--- src/rtl/key_load_ctrl.sv ---
// key_load_ctrl
// Bit-serial key loader for the 32-bit keyIn_0_* bus of an RLL-locked netlist.
// A key is shifted in LSB first, followed by one even-parity bit. The key bus
// is released only after a load whose key bits XOR parity bit equals 0. Until
// then the bus reads all-zero. After MAX_ATTEMPTS failed loads the block locks
// out until reset.
//
// Handshake: a serial bit transfers on a rising edge where ser_valid and
// ser_ready are both 1. ser_ready is 1 only in SHIFT. ser_valid outside SHIFT
// is dropped. The source may hold ser_valid low for any number of cycles.
//
// Ports:
//   clk        in   clock, rising edge
//   rst        in   synchronous active-high reset
//   load_start in   one-cycle request to begin a load (IDLE / ERROR only)
//   ser_valid  in   serial bit present on ser_data
//   ser_data   in   serial bit: key bits LSB first, then parity
//   ser_ready  out  loader accepts a bit this cycle
//   key_out    out  verified key, 0 unless LOCKED
//   key_valid  out  key_out holds a verified key
//   key_error  out  last load failed its parity check
//   lockout    out  attempt budget exhausted
//   busy       out  loader in SHIFT or CHECK
//   dbg_state  out  current FSM state encoding (debug observation)
module key_load_ctrl #(
  parameter int KEY_WIDTH    = 32,
  parameter int MAX_ATTEMPTS = 3
) (
  input  logic                 clk,
  input  logic                 rst,
  input  logic                 load_start,
  input  logic                 ser_valid,
  input  logic                 ser_data,
  output logic                 ser_ready,
  output logic [KEY_WIDTH-1:0] key_out,
  output logic                 key_valid,
  output logic                 key_error,
  output logic                 lockout,
  output logic                 busy,
  output logic [2:0]           dbg_state
);

  localparam int CW = $clog2(KEY_WIDTH + 1);
  localparam int AW = 4;

  localparam logic [2:0] S_IDLE   = 3'd0;
  localparam logic [2:0] S_SHIFT  = 3'd1;
  localparam logic [2:0] S_CHECK  = 3'd2;
  localparam logic [2:0] S_LOCKED = 3'd3;
  localparam logic [2:0] S_ERROR  = 3'd4;
  localparam logic [2:0] S_DEAD   = 3'd5;

  logic [2:0]           r_state;
  logic [KEY_WIDTH-1:0] r_shift;
  logic [CW-1:0]        r_cnt;
  logic                 r_parity;
  logic [AW-1:0]        r_attempts;
  logic [KEY_WIDTH-1:0] r_key_out;
  logic                 r_key_valid;
  logic                 r_key_error;
  logic                 r_lockout;

  logic [KEY_WIDTH-1:0] w_shift_next;
  logic                 w_pass;
  logic [AW-1:0]        w_attempts_inc;

  // Write the incoming bit at the position selected by the bit counter.
  always_comb begin
    w_shift_next = r_shift;
    for (int i = 0; i < KEY_WIDTH; i++) begin
      if (r_cnt == CW'(i)) w_shift_next[i] = ser_data;
    end
  end

  // Even parity: key bits together with the parity bit must XOR to 0.
  assign w_pass         = ~(^r_shift ^ r_parity);
  assign w_attempts_inc = r_attempts + AW'(1);

  always_ff @(posedge clk) begin
    if (rst) begin
      r_state     <= S_IDLE;
      r_shift     <= '0;
      r_cnt       <= '0;
      r_parity    <= 1'b0;
      r_attempts  <= '0;
      r_key_out   <= '0;
      r_key_valid <= 1'b0;
      r_key_error <= 1'b0;
      r_lockout   <= 1'b0;
    end else begin
      case (r_state)
        S_IDLE: begin
          if (load_start) begin
            r_shift <= '0;
            r_cnt   <= '0;
            r_state <= S_SHIFT;
          end
        end
        S_SHIFT: begin
          if (ser_valid) begin
            // Counter stops at KEY_WIDTH: that slot is the parity bit.
            if (r_cnt == CW'(KEY_WIDTH)) begin
              r_parity <= ser_data;
              r_state  <= S_CHECK;
            end else begin
              r_shift <= w_shift_next;
              r_cnt   <= r_cnt + CW'(1);
            end
          end
        end
        S_CHECK: begin
          if (w_pass) begin
            r_key_out   <= r_shift;
            r_key_valid <= 1'b1;
            r_state     <= S_LOCKED;
          end else begin
            r_attempts  <= w_attempts_inc;
            r_key_error <= 1'b1;
            if (w_attempts_inc == AW'(MAX_ATTEMPTS)) begin
              r_lockout <= 1'b1;
              r_state   <= S_DEAD;
            end else begin
              r_state <= S_ERROR;
            end
          end
        end
        S_ERROR: begin
          if (load_start) begin
            r_key_error <= 1'b0;
            r_shift     <= '0;
            r_cnt       <= '0;
            r_state     <= S_SHIFT;
          end
        end
        S_LOCKED: r_state <= S_LOCKED;
        S_DEAD:   r_state <= S_DEAD;
        default:  r_state <= S_IDLE;
      endcase
    end
  end

  assign ser_ready = (r_state == S_SHIFT);
  assign busy      = (r_state == S_SHIFT) || (r_state == S_CHECK);
  assign key_out   = r_key_out;
  assign key_valid = r_key_valid;
  assign key_error = r_key_error;
  assign lockout   = r_lockout;
  assign dbg_state = r_state;

endmodule
--- config.mk ---
export PLATFORM = sky130hd
export DESIGN_NAME = key_load_ctrl
export DESIGN_NICKNAME = d
export VERILOG_FILES = /design/src/rtl/key_load_ctrl.sv
export SDC_FILE = /design/constraint.sdc
export NUM_CORES = 1
export LEC_CHECK = 0
export CAP_MARGIN = 30
export CORE_UTILIZATION = 35
export CTS_BUF_LIST = sky130_fd_sc_hd__clkbuf_8 sky130_fd_sc_hd__clkbuf_16
export CTS_CLUSTER_SIZE = 12
export DETAILED_ROUTE_END_ITERATION = 10
export GPL_ROUTABILITY_DRIVEN = 0
export HOLD_SLACK_MARGIN = 0.08
export SLEW_MARGIN = 20
export SYNTH_ARGS = -nofsm -noshare
export SYNTH_HDL_FRONTEND = slang
export SYNTH_SLANG_ARGS = --single-unit
--- constraint.sdc ---
create_clock -name clk -period 2 [get_ports clk]
set_input_delay 0.5 -clock clk [delete_from_list [all_inputs] [get_ports clk]]
set_output_delay 0.5 -clock clk [all_outputs]
set_load 0.05 [all_outputs]
### Word level (Yosys, flattened, before mapping)

Cells that the tools add are included.

* input port bits: 5
* memories: 0
* memory bits (read-only): 0
* bits in registers: 81
* memory bits (writable): 0
* output and inout port bits: 40
* latch bits: 0

* muxes and demuxes: 49
* magnitude comparators: 0
* multiply operators: 0
* shift-type cells: 0
* reduce and logical (&&, ||, !) cells: 46
* equal/unequal tests: 76
* bitwise operators: 2
* add/sub/neg operators: 2
* divide/modulo/power cells: 0

Operator list (number)
* 5-bit AND reduction: 32
* 6-bit by 5-bit equality test with 1-bit output (second input constant): 16
* 32-bit two-way mux: 3
* 2-bit by 1-bit != test with 1-bit output (second input constant): 34
* 32-bit case mux with 2 select lines: 1
* 6-bit by 4-bit equality test with 1-bit output (second input constant): 8
* 1-bit two-way mux: 35
* 32-bit parity: 1
* 6-bit by 3-bit equality test with 1-bit output (second input constant): 4
* 6-bit two-way mux: 3
* 3-bit case mux with 5 select lines: 1
* 6-bit by 2-bit equality test with 1-bit output (second input constant): 2
* 3-bit two-way mux: 4
* 6-bit case mux with 2 select lines: 1
* 3-bit AND reduction: 4
* 2-bit != test (second input constant): 4
* 6-bit by 1-bit adder with 6-bit output (second input constant): 1
* 3-bit by 2-bit equality test with 1-bit output (second input constant): 2
* 3-bit equality test (second input constant): 2
* 6-bit by 1-bit equality test with 1-bit output (second input constant): 1
* 6-bit equality test (second input constant): 1
* 6-bit logical NOT: 1
* 4-bit by 1-bit adder with 4-bit output (second input constant): 1
* 4-bit by 2-bit equality test with 1-bit output (second input constant): 1
* other kinds (10): 12

### Depth between registers and ports, before layout

Gate-level depths: netlist of the first run.

* depth in word-level cells: 5
* mapped depth: 10
* depth with buffers taken out: 8

### Worst setup path before layout of the first run

Ideal clock, no wire load.

* kind: register -> register
* start: register r_state[0], in the netlist dbg_state[0]
* end: register r_shift[18]
* data arrival time: 2419 ps
* setup slack: -490 ps
* cell stages (with the launch flop): 9
* path buffers: 1
* data required time: 1930 ps
* cell sequence: dfxtp_1 nand2b_1 or2_2 inv_1 clkbuf_1 o21ai_0 nand2_1 nand2_1 a21oi_1

* elaborated cells on any way between the ends: 11
* those cells by class: 6 x eq/ne; 1 x mux; 4 x reduce/logical

RTL lines
* start, declared: RTL line 53 `logic [2:0] r_state;`
* start signal, assigned: RTL line 81 `r_state <= S_IDLE;`
* start signal, assigned: RTL line 96 `r_state <= S_SHIFT;`
* start signal, assigned: RTL line 104 `r_state <= S_CHECK;`
* 3-bit by 1-bit equality test with 1-bit output *
* via ser_ready: RTL line 34 `output logic ser_ready,`
* 2-bit by 1-bit != test with 1-bit output (no line), or another cell as far along
* 5-bit AND reduction (no line)
* end signal, assigned: RTL line 106 `r_shift <= w_shift_next;`
* end, declared: RTL line 54 `logic [KEY_WIDTH-1:0] r_shift;`

Mark *: on every way through the listed nets, which the timed path passes. The rest lies on a longest branch.
A chain may end at the register's enable or synchronous reset.

### Worst setup path after layout of the first run

* start: register r_shift[16]
* end: register r_attempts[3]

* word-level cells in the longest chain between the ends: 3

RTL lines
* 32-bit parity: RTL line 76 `assign w_pass = ~(^r_shift ^ r_parity);`
* 1-bit XOR: RTL line 76
* 2-bit AND reduction (no line)
* end signal, assigned: RTL line 117 `r_attempts <= w_attempts_inc;`
* end, declared: RTL line 57 `logic [AW-1:0] r_attempts;`

Every way passes these cells.

==> out/qor.yml, run 1 <==
die_x_um: 112
synth-seq-cells: 81
synth_flop_cell: "dfxtp_1"
dp_hpwl_um: 6580
drive_above_1_share: 0.264
crit_arrival_ns: 2.30
cts.clk_slew.worst_paths_ns: 0.06
status: "finished, violations left"
pwr-share-clk: 0.362
hold_violations: 0
drt_first_pass_iters: 7
n_antenna_cell: 0
cts_root_buf: "clkbuf_16"
final-seq-area_um2: 1640
synth_top_area_frac: 0.382
dieArea_um2: 12600
postRouteAntennaNets: 0
grt_pass1_wl_um: 16000
max_cap_viol_count: 0
p_comb_frac: 0.294
netlist_top_cells_area: "dfxtp_1 (38%), nand2b_1 (10%), mux2i_1 (9.0%), nand2_1 (7.4%), xnor2_1 (5.4%)"
clock_sinks: 81
syn_inst: 510
floorplan.initialDensity: 0.366
drt-total-wl_um: 9530
clk_latency_ns: 0.34
p_per_area_nw_per_um2: 895
coreArea_um2: 11600
placed_cells: 716
swShare: 0.285
intPower_mw: 3.61
max_freq_mhz: 482
grt_max_degree: 113
cts-buffers-inserted: 9
final_common_cell: "buf_4"
yosys_warnings: 0
slew_violations: 0
fillers: 1136
syn-num-nets: 521
setup_viol_count_final: 34
final_cell_area_um2: 5640
postCtsHoldBufs: 0
multi_input_area_um2: 2630
stdcell_count: 735
wl_per_cell_um: 13.0
max_slew.worst_pin.slew_ns: 0.392
synth-seq-area-share: 0.382
core.rowCount: 39
num_io_pins: 45
vias: 3579
final_cell_mix: "buf_4 (82), nand2_1 (81), nand2b_1 (69)"
end_kind: "register"
syn_area_per_cell_um2: 8.33
synth_area_um2: 4250
period_needed_ns: 2.07
fin_util: 0.486
cp_max_fo: 3
port_buffers: 44
worstHoldPathType: "reg -> reg"
worstSetupStartpointType: "register"
finalCritPeriodShare: 1.04
whs_ns: 0.476
track_usage: 0.161
relSlewSlack: 0.739
grt_overflow: 0
power.switching_mw: 1.44
cts_tree: "done"
clockBufferDepth: 2
worst_ep_required_time_ns: 2.23
skew_ns: 0.00530
area_growth_pct: 32.8
crit_type: "reg -> reg"
irDropWorstVdd_mv: 0.450
power_frac_seq: 0.344
drt_iter0_markers: 166
grt_pass1_vias: 3426
synth_largest_area_cell: "dfxtp_1"
violations: "DRC, setup timing"
synth-edff-count: 0
antenna_found_initial: 0
async_reset_ff_frac: 0
die_y_um: 112
setup_slack_ns: -0.0738
synth_cell_type_count: 34
drc: 4
fin_nets: 599
rsz0062_at_grt: "true"
cts.htree.levels: 3
placedInstanceArea_um2: 5120
p_leak_nw: 2.12
avgViaCountPerCell: 4.87
-- cells by family after synthesis --
kind of cell	count (synthesis)	share of synthesized area
AOI/OAI and AO/OA	81	0.102
DFF	81	0.382
and+or+nand+nor	228	0.265
muxes	43	0.105
xor gates and xnor gates	36	0.0863
adders and majority gates	6	0.0177
buffers and inverters	35	0.0424
-- final timing paths --
path              cells past startpoint  slack [ns]                         end                startpoint
setup / recovery                      7       -0.07  r_attempts[3]$_SDFFE_PP0P_  r_shift[16]$_SDFFE_PP0P_
hold / removal                        2        0.48     key_out[2]$_SDFFE_PP0P_   key_out[2]$_SDFFE_PP0P_
setup reg to reg                      7       -0.07  r_attempts[3]$_SDFFE_PP0P_  r_shift[16]$_SDFFE_PP0P_
hold reg to reg                       2        0.48     key_out[2]$_SDFFE_PP0P_   key_out[2]$_SDFFE_PP0P_
-- layout make-up --
type	count	share of cell area
Tap cell	143	0.0317
Sequential cell	81	0.291
Inverter	5	0.00377
Clock buffer	12	0.0472
Timing Repair Buffer	97	0.150
Clock inverter	3	0.0113
Multi-Input combinational cell	394	0.465
-- power by group through the flow --
stage          Combinational (mW)  Clock [mW]  Sequential, mW
6_report                     1.49        1.83            1.74
3_5_place_dp                 1.30           0            1.77
3_3_place_gp                 1.29           0            1.77
5_1_grt                      1.61        1.94            1.75
2_1_floorplan               0.828           0            1.81
4_1_cts                      1.41        1.88            1.74
-- state kept, by name (all words and copies together) (netlist names) --
signal and count:
key_valid 1, r_cnt 6, key_out 32, r_attempts 4, r_parity 1, dbg_state 3
r_shift 32, lockout 1, key_error 1
-- metrics by stage --
| step | power (mW) | TNS [ns] | setup WS, ns |
|---|---|---|---|
| floorplan | 2.64 | -2.00 | -0.0640 |
| global placement | 3.06 | -7.73 | -0.167 |
| detailed placement | 3.07 | -9.40 | -0.195 |
| CTS | 5.03 | -2.06 | -0.102 |
| global route | 5.30 | -6.19 | -0.206 |
| finish | 5.05 | -1.26 | -0.0738 |
-- routing by layer --
layer,global-route usage,share of wire,vias to the layer above
li1,-,-,1856
met1,0.196,0.46,1650
met2,0.269,0.48,60
met3,0.0373,0.035,13
met4,0.0738,0.021,0
met5,0,0,-
-- timing repair --
item                       4_1_cts  5_1_grt
setup buffers                    2        2
resized for setup               20       17
pin swaps                        9        4
setup endpoints to repair       42       44
-- synth_stat cells, drive strengths merged (3+ instances only) --
library cell,count
a21oi,38
buf,3
clkbuf,27
dfxtp,81
ha,6
inv,5
mux2,4
mux2i,39
nand2,84
nand2b,70
nand3,36
nand3b,3
nor2,19
nor2b,5
nor3,3
o21ai,33
or2,3
xnor2,27
xor2,6
-- worst max-delay path: stages, from the launching register on --
cell	delay, ns
dfxtp_2	0.33
xnor2_2	0.14
xnor2_1	0.18
xnor2_1	0.14
xnor3_2	0.51
buf_6	0.17
mux2i_1	0.16
mux2_2	0.34
(Power assumes the default switching activity.)
==> inputs of run 2 (changes only) <==
- DONT_BUFFER_PORTS: default -> 1
==> out/qor.yml, run 2 (synthesized netlist as in run 1, its figures left out) <==
grt_overflow: 0
vias: 3471
drt-total-wl_um: 9890
fin_util: 0.456
ff2ff_path_depth: 8
hold_depth: 1
setup.worst_path.start: "r_shift[23]$_SDFFE_PP0P_"
area_growth_pct: 24.8
stdcell_count: 694
fin_nets: 557
end_kind: "register"
slew_violations: 0
worst_ep_required_time_ns: 2.23
worstHoldPathType: "in -> reg"
whs_ns: 0.247
irDropWorstVdd_mv: 0.348
cp_max_fo: 4
grt_pass1_vias: 3338
r2r_end: "r_attempts[1]$_SDFFE_PP0P_"
floorplan.initialDensity: 0.366
period_needed_ns: 2.20
port_buffers: 0
crit_arrival_ns: 2.44
worstSetupStartpointType: "register"
grt_pass1_wl_um: 16200
max_freq_mhz: 454
track_usage: 0.164
clk_latency_ns: 0.34
dp_hpwl_um: 6490
drive_above_1_share: 0.201
p_leak_nw: 1.87
coreArea_um2: 11600
hold_violations: 0
crit_end: "r_attempts[1]$_SDFFE_PP0P_"
clock_sinks: 81
wl_per_cell_um: 14.3
num_io_pins: 45
slowest_stage: "xnor3_2"
p_per_area_nw_per_um2: 938
cts_root_buf: "clkbuf_16"
finalPower_mw: 4.97
placed_cells: 672
final_common_cell: "nand2_1"
drt_iter0_markers: 192
dieArea_um2: 12600
status: "finished, violations left"
drc: 4
max_cap_viol_count: 0
core.rowCount: 39
die_y_um: 112
n_antenna_cell: 0
die_x_um: 112
slowest_delay_ns: 0.46
max_slew.worst_pin.slew_ns: 0.554
critical_path.cell_chain: "xnor2_2, xnor2_1, xnor2_1, buf_4, xnor3_2, buf_12, mux2i_4, mux2_4"
violations: "DRC, setup timing"
setup_viol_count_final: 42
rr_startpoint: "r_shift[23]$_SDFFE_PP0P_"
setup_slack_ns: -0.205
regToRegSetupSlack_ns: -0.20
final_cell_mix: "nand2_1 (83), nand2b_1 (70), dfxtp_1 (68)"
finalCritPeriodShare: 1.10
cts-buffers-inserted: 9
grt_max_degree: 113
crit_top_cell: "xnor2_1"
crit_type: "reg -> reg"
cts.htree.levels: 3
clockBufferDepth: 2
rsz0062_at_grt: "true"
antenna_found_initial: 0
cts_tree: "done"
postRouteAntennaNets: 0
relSlewSlack: 0.630
postCtsHoldBufs: 0
avgViaCountPerCell: 5.00
skew_ns: 0.00924
drt_first_pass_iters: 7
cts.clk_slew.worst_paths_ns: 0.07
==> run 2: changes by cell type in the layout (fill, tap and decap cells not counted), sizes merged <==
| cell | previous run | this run |
|---|---|---|
| buf | 94 | 55 |
| clkdlybuf4s50 | 3 | 0 |
| clkinv | 0 | 3 |
| clkinvlp | 0 | 3 |
| clkbuf | 12 | 10 |
| inv | 6 | 4 |
| bufinv | 2 | 1 |
==> run 2: timing repair <==
action / 4_1_cts / 5_1_grt
setup buffers: 6 / 0
endpoints found under the setup margin: 42 / 48
pin swaps: 5 / 5
resized for setup: 23 / 16
cloned: 3 / 0
==> run 2: area by class of cell <==
cell class	instances	area, µm²
Clock buffer	10	239
Tap cell	143	179
Timing Repair Buffer	55	558
Clock inverter	6	67.6
Sequential cell	81	1640
Inverter	5	22.5
Fill cell	1128	6310
Multi-Input combinational cell	394	2600
==> run 2: metal layers <==
layer / up-vias / part of all wire / global-route usage
met1: 1626 / 0.45 / 0.202
met4: 0 / 0.017 / 0.0649
met5: - / 0 / 0
li1: 1773 / - / -
met3: 12 / 0.048 / 0.0437
met2: 60 / 0.49 / 0.275
==> run 2: worst min-delay path by stage <==
stage,end,startpoint,slack [ns]
after floorplan,r_shift[8]$_SDFFE_PP0P_,r_shift[8]$_SDFFE_PP0P_,0.46
after global placement,r_shift[30]$_SDFFE_PP0P_,r_shift[30]$_SDFFE_PP0P_,0.47
after detailed placement,r_shift[30]$_SDFFE_PP0P_,r_shift[30]$_SDFFE_PP0P_,0.48
after CTS,r_shift[8]$_SDFFE_PP0P_,rst,0.21
after global routing,r_shift[8]$_SDFFE_PP0P_,rst,0.21
final,r_shift[14]$_SDFFE_PP0P_,rst,0.25
==> run 2: worst max-delay path, delay by kind of cell, from the launching register on <==
kind                   cells  cell delay (ns)
XOR/XNOR                   4             0.88
buffers and inverters      2             0.30
flip-flops                 1             0.37
multiplexers               2             0.54
==> run 2: power breakdown <==
| group | switching (mW) | internal, mW | total (mW) |
|---|---|---|---|
| registers | 0.0828 | 1.68 | 1.76 |
| logic | 0.718 | 0.807 | 1.53 |
| clock network | 0.687 | 1.00 | 1.69 |
| total | 1.49 | 3.49 | 4.97 |
==> run 2: metrics by stage <==
step	setup WS [ns]	setup TNS (ns)	area (µm²)
finish	-0.205	-6.00	5300
global route	-0.279	-9.72	5300
CTS	-0.153	-4.50	5260
detailed placement	-0.174	-3.75	4740
global placement	-0.123	-3.25	4740
floorplan	-0.0640	-2.00	4290
==> inputs of run 3 (changes only) <==
- CORE_UTILIZATION: 35 -> 49
- CTS_CLUSTER_DIAMETER: default -> 60
- clock period: 2 -> 2.5 ns (I/O delays scaled with it)
==> out/qor.yml, run 3 (synthesized netlist as in run 1, its figures left out) <==
ff2ff_path_depth: 6
min_from: "rst"
hold_path_end: "r_shift[7]$_SDFFE_PP0P_"
hold_depth: 1
slew_violations: 0
coreArea_um2: 8300
slowest_delay_ns: 0.57
drt_first_pass_iters: 4
finalPower_mw: 3.12
irDropWorstVdd_mv: 0.303
port_buffers: 0
cts.htree.levels: 3
cts-buffers-inserted: 9
antenna_found_initial: 0
max_freq_mhz: 449
final_cell_mix: "nand2_1 (84), dfxtp_1 (81), nand2b_1 (70)"
worstHoldPathType: "in -> reg"
rr_startpoint: "r_shift[20]$_SDFFE_PP0P_"
worst_ep_required_time_ns: 2.74
crit_top_cell: "xnor2_1"
core.rowCount: 33
grt_overflow: 0
drt-total-wl_um: 8870
floorplan.initialDensity: 0.512
cts_tree: "done"
relSlewSlack: 0.617
status: "finished clean"
dp_hpwl_um: 6100
critical_path.cell_chain: "xnor2_1, xnor2_1, xnor2_1, xnor3_2, mux2i_1, mux2_2"
fillers: 782
fin_tns_setup_ns: 0
clk_latency_ns: 0.36
whs_ns: 0.345
drive_above_1_share: 0.0750
clock_sinks: 81
period_needed_ns: 2.23
regToRegSetupSlack_ns: 0.27
p_leak_nw: 1.54
r2r_end: "r_attempts[1]$_SDFFE_PP0P_"
area_growth_pct: 6.60
num_io_pins: 45
postCtsSetupRepairBufs: 0
vias: 3275
max_cap_viol_count: 0
fin_nets: 514
cts_root_buf: "clkbuf_8"
slowest_stage: "xnor3_2"
wl_per_cell_um: 14.5
rsz0062_at_grt: "false"
worstSetupStartpointType: "register"
final_common_cell: "nand2_1"
multi_input_area_um2: 2460
finalCritPeriodShare: 0.891
drt_iter0_markers: 190
clockBufferDepth: 2
grt_max_degree: 113
cts.clk_slew.worst_paths_ns: 0.08
die_x_um: 95.1
cp_max_fo: 6
end_kind: "register"
dieArea_um2: 9040
p_per_area_nw_per_um2: 689
postCtsResizedCells: 0
grt_pass1_vias: 3016
crit_arrival_ns: 2.47
max_slew.worst_pin.slew_ns: 0.574
drc: 0
track_usage: 0.212
postRouteAntennaNets: 0
final-seq-area_um2: 1620
skew_ns: 0.0103
hold_violations: 0
crit_type: "reg -> reg"
setup_viol_count_final: 0
grt_pass1_wl_um: 14700
avgViaCountPerCell: 5.35
n_antenna_cell: 0
die_y_um: 95.1
postCtsHoldBufs: 0
run 3: cell types whose count changed in the layout (fill, tap and decap cells not counted), moves of 5 or more:
cell       before  now
buf_4          42   10
dfxtp_1        68   81
dfxtp_2        13    0
clkbuf_16       9    0
clkbuf_8        1    9
mux2i_1        33   38
mux2i_4         6    1
xnor2_1        21   26
xnor2_2         6    1
run 3: cell type report:
class                           count  share of cell area
Clock inverter                      6              0.0133
Sequential cell                    81               0.358
Tap cell                          105              0.0290
Clock buffer                        9              0.0274
Timing Repair Buffer               12              0.0254
Multi-Input combinational cell    394               0.543
Inverter                            5             0.00414
run 3: worst max path at each step:
stage                                   start                         end  slack (ns)  depth (start not counted)
floorplan           dbg_state[1]$_SDFFE_PP0P_                        busy        0.22                          4
global placement     r_shift[16]$_SDFFE_PP0P_  r_attempts[1]$_SDFFE_PP0P_        0.28                          6
detailed placement   r_shift[20]$_SDFFE_PP0P_  r_attempts[1]$_SDFFE_PP0P_        0.27                          6
CTS                  r_shift[20]$_SDFFE_PP0P_  r_attempts[1]$_SDFFE_PP0P_        0.24                          6
global route         r_shift[20]$_SDFFE_PP0P_    key_out[15]$_SDFFE_PP0P_        0.14                          7
finish               r_shift[20]$_SDFFE_PP0P_  r_attempts[1]$_SDFFE_PP0P_        0.27                          6
run 3: routing by layer:
layer  track usage  part of all wire
met5             0                 0
met4        0.0821             0.014
met3        0.0407             0.038
met2         0.338              0.47
met1         0.283              0.48
run 3: where the power goes:
group	internal [mW]	total (mW)	switching, mW
Clock	0.450	0.932	0.481
Combinational	0.344	0.780	0.436
Sequential	1.34	1.41	0.0713
run 3: through the flow:
stage / std cells / worst slack (ns) / instance area (µm²) / utilization
after floorplan: 510 / 0.215 / 4250 / -
after global placement: 597 / 0.282 / 4340 / 0.523
after detailed placement: 597 / 0.266 / 4340 / 0.523
after CTS: 612 / 0.245 / 4530 / 0.546
after global routing: 612 / 0.135 / 4530 / 0.546
final: 612 / 0.272 / 4530 / 0.546
run 3: critical path, delay by kind of cell (launching register included):
family / cells / cell delay, ns
xor+xnor: 4 / 1.09
mux: 2 / 0.70
flops: 1 / 0.34
